### src/rtl/palette_wr_arbiter.sv
// Write-port arbiter for the 256x16 palette RAM: host byte writes take priority,
// the range-fill engine consumes every remaining cycle. All outputs registered.
module palette_wr_arbiter (
    input  logic        clk_i,
    input  logic        rst_n_i,
    input  logic        host_req_i,
    input  logic [8:0]  host_addr_i,
    input  logic [7:0]  host_wdata_i,
    output logic        host_ack_o,
    input  logic        fill_start_i,
    input  logic [7:0]  fill_first_i,
    input  logic [7:0]  fill_last_i,
    input  logic [15:0] fill_value_i,
    output logic        fill_busy_o,
    output logic        fill_done_o,
    output logic        pal_wr_en_o,
    output logic [1:0]  pal_ben_o,
    output logic [7:0]  pal_wr_addr_o,
    output logic [15:0] pal_wr_data_o
);

    typedef enum logic {S_IDLE, S_FILL} state_t;

    state_t      r_state, w_state_nxt;
    logic [7:0]  r_cur, r_last;
    logic [15:0] r_val;
    logic        r_ack, r_busy, r_done, r_wr_en;
    logic [1:0]  r_ben;
    logic [7:0]  r_addr;
    logic [15:0] r_data;

    logic        w_host_acc, w_start, w_fill_wr, w_last_hit;
    logic [7:0]  w_fill_addr, w_fill_last, w_cur_nxt;
    logic [15:0] w_fill_val;

    assign w_host_acc = host_req_i & ~r_ack;
    // Start is gated by the busy output so the final-write cycle cannot relaunch.
    assign w_start    = (r_state == S_IDLE) & fill_start_i & ~r_busy;

    // The first entry is written on the start edge itself, using the live range inputs.
    always_comb begin
        w_state_nxt = r_state;
        w_fill_wr   = 1'b0;
        w_fill_addr = r_cur;
        w_fill_last = r_last;
        w_fill_val  = r_val;
        w_cur_nxt   = r_cur;
        w_last_hit  = 1'b0;
        case (r_state)
            S_IDLE: begin
                if (w_start) begin
                    w_state_nxt = S_FILL;
                    w_fill_addr = fill_first_i;
                    w_fill_last = fill_last_i;
                    w_fill_val  = fill_value_i;
                    w_cur_nxt   = fill_first_i;
                    w_fill_wr   = ~w_host_acc;
                end
            end
            S_FILL: w_fill_wr = ~w_host_acc;
            default: w_state_nxt = S_IDLE;
        endcase
        if (w_fill_wr) begin
            w_last_hit = (w_fill_addr == w_fill_last);
            w_cur_nxt  = w_fill_addr + 8'd1;
            if (w_last_hit) w_state_nxt = S_IDLE;
        end
    end

    always_ff @(posedge clk_i or negedge rst_n_i) begin
        if (!rst_n_i) begin
            r_state <= S_IDLE;
            r_cur   <= '0;
            r_last  <= '0;
            r_val   <= '0;
            r_ack   <= 1'b0;
            r_busy  <= 1'b0;
            r_done  <= 1'b0;
            r_wr_en <= 1'b0;
            r_ben   <= '0;
            r_addr  <= '0;
            r_data  <= '0;
        end else begin
            r_state <= w_state_nxt;
            r_cur   <= w_cur_nxt;
            if (w_start) begin
                r_last <= fill_last_i;
                r_val  <= fill_value_i;
            end
            r_ack   <= w_host_acc;
            r_busy  <= (w_state_nxt == S_FILL) | w_fill_wr;
            r_done  <= w_fill_wr & w_last_hit;
            r_wr_en <= w_host_acc | w_fill_wr;
            r_ben   <= 2'b00;
            if (w_host_acc) begin
                r_ben  <= host_addr_i[0] ? 2'b10 : 2'b01;
                r_addr <= host_addr_i[8:1];
                r_data <= {host_wdata_i, host_wdata_i};
            end else if (w_fill_wr) begin
                r_ben  <= 2'b11;
                r_addr <= w_fill_addr;
                r_data <= w_fill_val;
            end
        end
    end

    assign host_ack_o    = r_ack;
    assign fill_busy_o   = r_busy;
    assign fill_done_o   = r_done;
    assign pal_wr_en_o   = r_wr_en;
    assign pal_ben_o     = r_ben;
    assign pal_wr_addr_o = r_addr;
    assign pal_wr_data_o = r_data;

endmodule

### config.mk
export PLATFORM = sky130hd
export DESIGN_NAME = palette_wr_arbiter
export DESIGN_NICKNAME = d
export VERILOG_FILES = /design/src/rtl/palette_wr_arbiter.sv
export SDC_FILE = /design/constraint.sdc
export NUM_CORES = 1
export LEC_CHECK = 0
export CAP_MARGIN = 40
export CORE_AREA = 2 2 87 106
export DETAILED_ROUTE_END_ITERATION = 8
export DIE_AREA = 0 0 89 108
export GPL_TIMING_DRIVEN = 0
export PLACE_DENSITY = 0.64
export REMOVE_ABC_BUFFERS = 1
export SETUP_SLACK_MARGIN = 0.5
export SLEW_MARGIN = 20
export SYNTH_ARGS = -nofsm -noshare
export SYNTH_HDL_FRONTEND = slang
export SYNTH_SLANG_ARGS = --single-unit
### constraint.sdc
create_clock -name clk_i -period 1.8 [get_ports clk_i]
set_input_delay 0.18 -clock clk_i [delete_from_list [all_inputs] [get_ports clk_i]]
set_output_delay 0.18 -clock clk_i [all_outputs]
set_load 0.01 [all_outputs]
==> results.md <==
* Worst setup SP type: register
* Setup Crit Path Kind: register to register
* Async SR Flop Fraction at 100.0%
* Pwr/cell area at 1439 mW/mm^2
* Placed cell area at 0.003891 mm^2
* Fin Hold WS at 226.1 ps
* Tmin final at 2022 ps
* CP delay by family, top: buffers and inverters
* FILL cells at 769
* CTS tree: built
* YS warnings at 0
* CTS buffer count at 9
* Antenna cells at 0
* First-pass detailed-route iteration total at 4
* I/O Pins at 83
* Multi-input gate area at 0.001505 mm^2
* Antenna viol nets, final at 0
* Sequential area share after synthesis at 53.92%
* Critical Path Fanout Max at 3
* Die X-Extent at slightly below 90 um
* Main flop type after synthesis: dfrtp_1
* EDFF count, synth at 0
* Slew Limit Fails at 0
* Wirelength per Cell at ~16 um
* Pwr Total at 6.836 mW
* Unrepaired setup endpoints after global routing: yes
* Detailed Place HPWL at 5045 um
* Period utilization at 112.3%
* DRT Wirelength at 8570 um
* Failing checks: negative setup slack
* Max clock buf depth at 2
* Sequential cell area at 0.001578 mm^2
* Worst Max-Slew Pin Slew at about 410 ps
* Root Buffer Master: clkbuf_8
* Leak at 2.136 nW
* Area added between synthesis and finish at 62.52%
* Flops & latches, synth at 63
* Total number of vias at 2,584
* CTS clk-pin slew, worst paths at 70 ps
* Post-synth cell types at 33
* Port Buffer Count at a little over 80
* Largest net degree at the start of global routing at 56
* FMAX at about 490 MHz
* Most frequent cells in the layout: dfrtp_1 (62), clkdlybuf4s50_1 (51), nand2_1 (48), dlygate4sd2_1 (29), buf_4 (25)
* Critical Path RT at 2010 ps
* Syn Area/Cell at 10.33 um^2
* Final Hold Viols at 0
* First-pass GRT wire length at 13,210 um
* HP Class: primary input to asynchronous set/reset pin
* Nets@finish at 460
* Outcome: finished with violations
* Crit. End Element: register
* Core box area at approximately 0.0085 mm^2
* # Max-Cap Violations at 0
* Cell count after synthesis at 283
* CP most frequent cell: buf_6
* Worst path slowest cell: dfrtp_2
* Vias per inst at 4.894
* CP arrival at 2230 ps
* CP max stage delay at 420 ps
* Final setup vio count at 29
* Global Route Usage Sum at 18.12%
* Setup ws final at -221.8 ps
* DRC viols at 0
* Die Ht at 108 um
* Cell Area, Synth at 0.002924 mm^2
* Max-slew headroom at the worst pin at 72.38%
* Maximum VDD drop at 0.5882 mV
* Total grt overflow at 0
* DRT iter0 DRCs at 138
* Most common cell after layout, fill and taps aside: dfrtp_1
* CP bufs+invs at 5
* Number of H-tree levels at 3
* Vias in the first global route at between 2,000 and 3,000
* CP cell instances: or3b_4 -> clkbuf_16 -> mux2_4 -> buf_4 -> buf_6 -> buf_6 -> buf_6 -> xor2_1
* Clock Skews at 10.16 ps
* Post-route cell area at 0.004752 mm^2
* CTS Sinks at 63
* Initial antenna violation count at 0
* Initial Utilization at 34.33%
* Final RePlAce weighted congestion at 0.7360
* Clk Latency, worst-skew pair at ~340 ps
* FP Rows at 37
* Layout cells sized above 1 at 29.93%
* Die area at 0.009612 mm^2
[power breakdown]
part           internal (mW)  switching, mW  leakage (nW)
clock                  0.672          0.536         0.100
sequential              2.06          0.403         0.761
combinational           1.72           1.45          1.27
[cell usage after synthesis, types with 2 or more instances]
master     n  area share [%]
dfrtp_1   63              54
nand2_1   50             6.4
o21ai_0   35             6.0
nor2_1    23             3.0
mux2_2    18             6.9
xnor2_1   15             4.5
clkbuf_1  11             1.4
o21ai_1   10             1.7
mux2i_1    8             2.7
xor2_1     8             2.4
and2_1     5             1.1
nand4_1    5             1.1
buf_6      4             1.5
mux2_4     3             1.5
nand3_1    3            0.51
and3_1     2            0.43
inv_1      2            0.26
nor3_1     2            0.34
nor4_1     2            0.43
[final cells by class]
class / count / area share (%)
sequential: 63 / 33.20
multi-input combinational: 201 / 31.67
timing repair buffer: 127 / 27.46
tap: 117 / 3.081
clock buffer: 12 / 3.054
clock inverter: 4 / 0.9479
inverter: 3 / 0.4213
timing repair inverter: 1 / 0.1580
[flip-flops by register name (all words and copies together), names as in the netlist]
| name | cells |
|---|---|
| r_cur | 8 |
| pal_ben_o | 2 |
| host_ack_o | 1 |
| pal_wr_addr_o | 8 |
| r_last | 8 |
| fill_done_o | 1 |
| r_val | 16 |
| pal_wr_en_o | 1 |
| pal_wr_data_o | 16 |
| r_state | 1 |
| fill_busy_o | 1 |
[final timing paths]
| check | startpoint | end | slack (ps) | cells after the start |
|---|---|---|---|---|
| setup / recovery | r_state | r_cur[0] | -220 | 8 |
| max in group asynchronous | rst_n_i | pal_wr_addr_o[1] | 1060 | 3 |
| min in group clk_i | host_addr_i[4] | pal_wr_addr_o[3] | 370 | 3 |
| hold reg to reg | r_val[13] | r_val[13] | 490 | 2 |
| setup reg to reg | r_state | r_cur[0] | -220 | 8 |
| hold / removal | rst_n_i | r_val[0] | 230 | 2 |
[stage by stage]
| stage | cells | TNS (ps) | worst slack (ps) | utilization, % |
|---|---|---|---|---|
| finish | 528 | -2081 | -221.8 | 55.79 |
| global route | 528 | -3769 | -272.9 | 55.79 |
| CTS | 517 | -1157 | -235.1 | 53.14 |
| detailed placement | 471 | -22880 | -954.4 | 45.68 |
| global placement | 466 | -177030 | -2291 | 44.58 |
| floorplan | 267 | -19440 | -1149 | - |
[metal layers]
layer  vias up  track usage, %  part of all wire, %
li1       1202               -                    -
met1      1289           22.19                   42
met2        81           30.54                   51
met3        12           5.649                  4.9
met4         0           5.224                  2.0
met5         -               0                    0
[timing repair]
item                                    4_1_cts  5_1_grt
hold buffers                                  1        0
cloned                                        2        1
endpoints found under the hold margin        63        0
endpoints found under the setup margin       93       64
pin swaps                                    10       25
resized for setup                            85       46
buffers inserted                             27       10
[logic make-up after synthesis]
group	share of synthesized area, %
XOR/XNOR	6.889
buffers and inverters	3.594
flip-flops	53.92
multiplexers	11.21
AND/OR/NAND/NOR	14.55
adder cells (fa/ha/maj)	0.4278
AO/OA/AOI/OAI	9.414
No activity file was read; power rests on OpenSTA's default activity.
